`src/rtl/lsu_mem_master.sv`:
```
// Load/store initiator for a byte-masked, word-indexed data memory port.
// Optional LSU_BOUND_CHECK_EN rejects requests whose word index is >= MEM_DEPTH.
module lsu_mem_master #(
  parameter int ADDR_W    = 32,
  parameter int DATA_W    = 32,
  parameter int MEM_DEPTH = 512
) (
  input  logic                i_clk,
  input  logic                i_reset,
  input  logic                i_req_valid,
  output logic                o_req_ready,
  input  logic                i_req_we,
  input  logic [ADDR_W-1:0]   i_req_addr,
  input  logic [2:0]          i_req_funct3,
  input  logic [DATA_W-1:0]   i_req_wdata,
  output logic                o_rsp_valid,
  input  logic                i_rsp_ready,
  output logic [DATA_W-1:0]   o_rsp_rdata,
  output logic                o_rsp_err,
  output logic [ADDR_W-1:0]   o_mem_addr,
  output logic [DATA_W-1:0]   o_mem_wdata,
  output logic [DATA_W/8-1:0] o_mem_bmask,
  output logic                o_mem_wren,
  input  logic [DATA_W-1:0]   i_mem_rdata
);

  typedef enum logic [1:0] {
    S_IDLE   = 2'd0,
    S_ACCESS = 2'd1,
    S_RESP   = 2'd2
  } state_e;

`ifdef LSU_BOUND_CHECK_EN
  localparam logic BOUND_EN = 1'b1;
`else
  localparam logic BOUND_EN = 1'b0;
`endif

  function automatic logic req_legal(input logic we, input logic [1:0] off, input logic [2:0] f3);
    logic ok;
    case (f3)
      3'b000, 3'b100: ok = 1'b1;
      3'b001, 3'b101: ok = ~off[0];
      3'b010:         ok = (off == 2'b00);
      default:        ok = 1'b0;
    endcase
    return ok & ~(we & f3[2]);
  endfunction

  function automatic logic [DATA_W/8-1:0] lane_mask(input logic [1:0] off, input logic [2:0] f3);
    logic [DATA_W/8-1:0] m;
    case (f3[1:0])
      2'b00:   m = 4'b0001 << off;
      2'b01:   m = 4'b0011 << off;
      2'b10:   m = 4'b1111;
      default: m = 4'b0000;
    endcase
    return m;
  endfunction

  function automatic logic [DATA_W-1:0] lane_wdata(input logic [1:0] off, input logic [2:0] f3,
                                                   input logic [DATA_W-1:0] w);
    logic [DATA_W-1:0] r;
    case (f3[1:0])
      2'b00:   r = {{(DATA_W-8){1'b0}}, w[7:0]} << {off, 3'b000};
      2'b01:   r = {{(DATA_W-16){1'b0}}, w[15:0]} << {off, 3'b000};
      2'b10:   r = w;
      default: r = {DATA_W{1'b0}};
    endcase
    return r;
  endfunction

  function automatic logic [DATA_W-1:0] load_extend(input logic [1:0] off, input logic [2:0] f3,
                                                    input logic [DATA_W-1:0] rd);
    logic [DATA_W-1:0] s;
    logic [DATA_W-1:0] r;
    s = rd >> {off, 3'b000};
    case (f3)
      3'b000:  r = {{(DATA_W-8){s[7]}}, s[7:0]};
      3'b001:  r = {{(DATA_W-16){s[15]}}, s[15:0]};
      3'b010:  r = s;
      3'b100:  r = {{(DATA_W-8){1'b0}}, s[7:0]};
      3'b101:  r = {{(DATA_W-16){1'b0}}, s[15:0]};
      default: r = {DATA_W{1'b0}};
    endcase
    return r;
  endfunction

  state_e              state_q, state_d;
  logic                req_ready_q, req_ready_d;
  logic                rsp_valid_q, rsp_valid_d;
  logic [DATA_W-1:0]   rsp_rdata_q, rsp_rdata_d;
  logic                rsp_err_q, rsp_err_d;
  logic [ADDR_W-1:0]   mem_addr_q, mem_addr_d;
  logic [DATA_W-1:0]   mem_wdata_q, mem_wdata_d;
  logic [DATA_W/8-1:0] mem_bmask_q, mem_bmask_d;
  logic                mem_wren_q, mem_wren_d;
  logic                we_q, we_d;
  logic [1:0]          off_q, off_d;
  logic [2:0]          funct3_q, funct3_d;
  logic [ADDR_W-1:0]   word_idx_s;
  logic                in_range_s;

  // Word index of the incoming request and its optional range qualification.
  always_comb begin
    word_idx_s = {2'b00, i_req_addr[ADDR_W-1:2]};
    in_range_s = ~BOUND_EN | (word_idx_s < ADDR_W'(MEM_DEPTH));
  end

  // Next-state logic; memory-port outputs are zero unless the next cycle is ACCESS.
  always_comb begin
    state_d     = state_q;
    req_ready_d = req_ready_q;
    rsp_valid_d = rsp_valid_q;
    rsp_rdata_d = rsp_rdata_q;
    rsp_err_d   = rsp_err_q;
    we_d        = we_q;
    off_d       = off_q;
    funct3_d    = funct3_q;
    mem_addr_d  = {ADDR_W{1'b0}};
    mem_wdata_d = {DATA_W{1'b0}};
    mem_bmask_d = {(DATA_W/8){1'b0}};
    mem_wren_d  = 1'b0;
    case (state_q)
      S_IDLE: begin
        if (i_req_valid && req_ready_q) begin
          req_ready_d = 1'b0;
          we_d        = i_req_we;
          off_d       = i_req_addr[1:0];
          funct3_d    = i_req_funct3;
          if (req_legal(i_req_we, i_req_addr[1:0], i_req_funct3) && in_range_s) begin
            state_d     = S_ACCESS;
            mem_addr_d  = word_idx_s;
            mem_bmask_d = lane_mask(i_req_addr[1:0], i_req_funct3);
            mem_wdata_d = lane_wdata(i_req_addr[1:0], i_req_funct3, i_req_wdata);
            mem_wren_d  = i_req_we;
          end else begin
            // Rejected requests skip the memory and answer one cycle after acceptance.
            state_d     = S_RESP;
            rsp_valid_d = 1'b1;
            rsp_err_d   = 1'b1;
            rsp_rdata_d = {DATA_W{1'b0}};
          end
        end else begin
          state_d = S_IDLE;
        end
      end
      S_ACCESS: begin
        state_d     = S_RESP;
        rsp_valid_d = 1'b1;
        rsp_err_d   = 1'b0;
        if (we_q) begin
          rsp_rdata_d = {DATA_W{1'b0}};
        end else begin
          rsp_rdata_d = load_extend(off_q, funct3_q, i_mem_rdata);
        end
      end
      S_RESP: begin
        if (i_rsp_ready) begin
          state_d     = S_IDLE;
          req_ready_d = 1'b1;
          rsp_valid_d = 1'b0;
          rsp_rdata_d = {DATA_W{1'b0}};
          rsp_err_d   = 1'b0;
        end else begin
          state_d = S_RESP;
        end
      end
      default: begin
        state_d     = S_IDLE;
        req_ready_d = 1'b1;
        rsp_valid_d = 1'b0;
        rsp_rdata_d = {DATA_W{1'b0}};
        rsp_err_d   = 1'b0;
      end
    endcase
  end

  // State and registered outputs; async reset also drops an in-flight write strobe.
  always_ff @(posedge i_clk or posedge i_reset) begin
    if (i_reset) begin
      state_q     <= S_IDLE;
      req_ready_q <= 1'b1;
      rsp_valid_q <= 1'b0;
      rsp_rdata_q <= {DATA_W{1'b0}};
      rsp_err_q   <= 1'b0;
      mem_addr_q  <= {ADDR_W{1'b0}};
      mem_wdata_q <= {DATA_W{1'b0}};
      mem_bmask_q <= {(DATA_W/8){1'b0}};
      mem_wren_q  <= 1'b0;
      we_q        <= 1'b0;
      off_q       <= 2'b00;
      funct3_q    <= 3'b000;
    end else begin
      state_q     <= state_d;
      req_ready_q <= req_ready_d;
      rsp_valid_q <= rsp_valid_d;
      rsp_rdata_q <= rsp_rdata_d;
      rsp_err_q   <= rsp_err_d;
      mem_addr_q  <= mem_addr_d;
      mem_wdata_q <= mem_wdata_d;
      mem_bmask_q <= mem_bmask_d;
      mem_wren_q  <= mem_wren_d;
      we_q        <= we_d;
      off_q       <= off_d;
      funct3_q    <= funct3_d;
    end
  end

  assign o_req_ready = req_ready_q;
  assign o_rsp_valid = rsp_valid_q;
  assign o_rsp_rdata = rsp_rdata_q;
  assign o_rsp_err   = rsp_err_q;
  assign o_mem_addr  = mem_addr_q;
  assign o_mem_wdata = mem_wdata_q;
  assign o_mem_bmask = mem_bmask_q;
  assign o_mem_wren  = mem_wren_q;

endmodule

```
`config.mk`:
```
export PLATFORM = sky130hd
export DESIGN_NAME = lsu_mem_master
export DESIGN_NICKNAME = d
export VERILOG_FILES = /design/src/rtl/lsu_mem_master.sv
export SDC_FILE = /design/constraint.sdc
export NUM_CORES = 1
export LEC_CHECK = 0
export CORE_MARGIN = 2
export CORE_UTILIZATION = 46
export DETAILED_ROUTE_END_ITERATION = 8
export PLACE_DENSITY = 0.95
export RECOVER_POWER = 50
export SLEW_MARGIN = 10
export SYNTH_ARGS = -nofsm -noshare
export SYNTH_HDL_FRONTEND = slang
export SYNTH_SLANG_ARGS = --single-unit
```
`constraint.sdc`:
```
create_clock -name i_clk -period 7.3 [get_ports i_clk]
set_input_delay 1.46 -clock i_clk [delete_from_list [all_inputs] [get_ports i_clk]]
set_output_delay 1.46 -clock i_clk [all_outputs]
set_load 0.05 [all_outputs]
```
==> impl_metrics.csv <==
group,metric,value,unit
outcome,status,"complete, but fails checks",
outcome,violations,"capacitance limit, slew limit",
global_routing,grt_pass1_wl,21.7,mm
floorplan,die_x,106,um
final_layout,fillers,748,
timing,max-slew-margin-rel,-32.5,%
setup_path,worstPathArrival,4530,ps
detailed_routing,viasPerCell,5.46,
global_routing,antenna_found_initial,2,
floorplan,dieArea,0.0112,sq mm
pwr,power.leakage,0.00318,uW
floorplan,coreArea,0.0102,sq mm
clock_tree,postCtsHoldBufs,0,
global_routing,grtUsageTotal,24.9,%
setup_path,end_kind,"flop",
detailed_routing,wl_met1,5.36,mm
detailed_routing,wl_per_cell,18.7,um
timing,setup_tns,0,ps
timing,max_freq,234,MHz
min_path,hold_path_class,"reg2reg",
final_layout,final_util,69.6,%
timing,fin_ws,3030,ps
setup_path,worst_setup_path_start_kind,"primary input",
flow_run,cap_violations,1,
detailed_routing,drt_iter0_markers,260,
timing,period_minus_slack,4270,ps
clock_tree,cts_root_buf,"clkbuf_8",
synthesis,synth.avg_cell_area,11.5,sq um
synthesis,synth_seq_cells,110,
final_layout,nets,707,
timing,rsz0062_at_grt,"no",
clock_tree,cts_buffers,9,
floorplan,io_pins,208,
detailed_routing,vias,4069,
placement,post-dp-hpwl,10.7,mm
global_routing,grt_overflow,0,
floorplan,die_height,106,um
pwr,power_density,165,mW/mm^2
placement,gp_congestion,0.933,
clock_tree,cts-resized-gates,0,
timing,finalClockSkew,15.4,ps
timing,setup_viol,0,
timing,fin_crit_sh,58.5,%
clock_tree,htreeDepth,3,
clock_tree,path_clk_slew,100,ps
clock_tree,clockBufferDepth,2,
timing,worstMarginPinSlew,1990,ps
final_layout,layout.cells.non_filler,745,
final_layout,final_common_cell,"clkdlybuf4s50_1",
detailed_routing,antenna_left,0,
global_routing,grt_max_degree,85,
setup_path,crit_required,7560,ps
clock_tree,clock_latency,370,ps
detailed_routing,wl,14.0,mm
detailed_routing,route.detailed.drc,0,
setup_path,cp_max_fo,32,
placement,dpl.cell_count,728,
detailed_routing,first_pass_iters,4,
synthesis,ys_types,43,
synthesis,syn-cell-area,0.00478,sq mm
final_layout,drive_gt1_share,7.58,%
timing,maxSlewViolCount,85,
placement,port_buffers,205,
floorplan,start_util,46.9,%
clock_tree,cts_tree,"yes",
synthesis,synth_cells,416,
floorplan,rows,37,
synthesis,yosysSeqAreaShare,57.6,%
final_layout,syn_to_final_growth,48.3,%
detailed_routing,dr_wl_met3,845,um
synthesis,yosys_warnings,0,
global_routing,grt_pass1_vias,4054,
clock_tree,post_cts_buffers,0,
detailed_routing,wl_met2,7.23,mm
pwr,ir_worst_vdd,0.105,mV
setup_path,worst-setup-path-type,"in2reg",
placement,dp_slack,2650,ps
final_layout,most-common-layout-cells,"clkdlybuf4s50_1, dfrtp_1, dlygate4sd3_1",
timing,finalHoldViolations,0,
detailed_routing,top_layer,"met4",
clock_tree,cts.sinks,110,
[power breakdown]
part,switching (uW),leakage [uW],internal [uW],total (uW)
registers,4.90,0.00147,616,621
logic,86.2,0.00161,81.9,168
clock network,206,0.000104,171,377
[cell type report]
| class | count | area [sq um] | area share [%] |
|---|---|---|---|
| flip-flops and latches | 110 | 2750 | 38.9 |
| repair buffers | 208 | 2070 | 29.2 |
| multi-input cells | 269 | 1860 | 26.3 |
| well taps | 136 | 170 | 2.40 |
| clock buffers | 10 | 138 | 1.94 |
| clock inverters | 5 | 67.6 | 0.953 |
| inverters | 5 | 20.0 | 0.282 |
| diodes | 2 | 5.00 | 0.0706 |
[critical path: stages]
cell	delay, ps
clkdlybuf4s50_1	900
a221oi_1	280
o21ai_2	890
inv_1	630
and2_1	350
[logic make-up after synthesis]
family	share of synthesized area, %
AO/OA/AOI/OAI	17.7
buffers and inverters	3.59
flip-flops	57.6
multiplexers	5.24
other	0.0785
AND/OR/NAND/NOR	15.7
[metal layers]
| layer | vias to the layer above | GRT usage [%] |
|---|---|---|
| li1 | 1846 | - |
| met5 | - | 0 |
| met1 | 2006 | 30.9 |
| met2 | 172 | 41.6 |
| met3 | 45 | 5.52 |
| met4 | 0 | 11.5 |
[stage by stage]
step	power, uW	area, sq um	hold WS (ps)
4_1_cts	1170	7090	509
5_1_grt	1210	7090	507
3_3_place_gp	796	6880	478
2_1_floorplan	709	4780	482
6_report	1170	7090	498
3_5_place_dp	801	6880	484
[flip-flops by register name (all words and copies together) (netlist names), 2 cells and up]
signal,count
o_mem_wdata,32
o_mem_bmask,4
o_rsp_rdata,32
funct3_q,3
off_q,2
state_q,2
o_mem_addr,30
[synth_stat cells]
cell      instances  area [sq um]
a211o_1           7          61.3
a211oi_1          1          7.51
a21oi_1           7          35.0
a21oi_2           1          8.76
a221o_1          17           170
a221oi_1          1          8.76
a22o_1           10          87.6
a22oi_1          24           180
a31o_2            1          8.76
a32o_1            7          70.1
and2_1           40           250
and3b_1           1          8.76
and4bb_2          1          12.5
buf_1             4          15.0
buf_2             8          40.0
buf_4             3          22.5
buf_6             1          11.3
clkbuf_1         17          63.8
conb_1            1          3.75
dfrtp_1         109          2730
dfstp_2           1          26.3
inv_1             5          18.8
mux2_2            6          67.6
mux2i_1          16           160
mux4_2            1          22.5
nand2_1          32           120
nand2b_1         10          62.6
nor2_1           32           120
nor2_4            1          11.3
nor2b_1          12          75.1
nor3_1            2          10.0
nor3b_2           1          12.5
nor4_1            1          6.26
nor4_2            1          12.5
o211ai_2          8           100
o21ai_0          18          90.1
o21bai_1          1          7.51
o41a_1            1          11.3
or2_2             2          12.5
or2_4             1          8.76
or3b_4            1          11.3
or4_1             1          7.51
or4b_1            1          10.0
[path summary, 6_finish.rpt]
check / from / cells past startpoint / end / slack (ps)
worst max register to register: off_q[1] / 4 / o_rsp_rdata[21] / 4780
worst min register to register: o_rsp_rdata[1] / 1 / o_rsp_rdata[1] / 500
min in group asynchronous: i_reset / 2 / o_mem_wdata[6] / 1770
worst min-delay path: o_rsp_rdata[1] / 1 / o_rsp_rdata[1] / 500
max in group asynchronous: i_reset / 3 / o_mem_wdata[3] / 3080
worst max-delay path: i_req_addr[0] / 5 / o_mem_addr[8] / 3030
(Power assumes the default switching activity.)
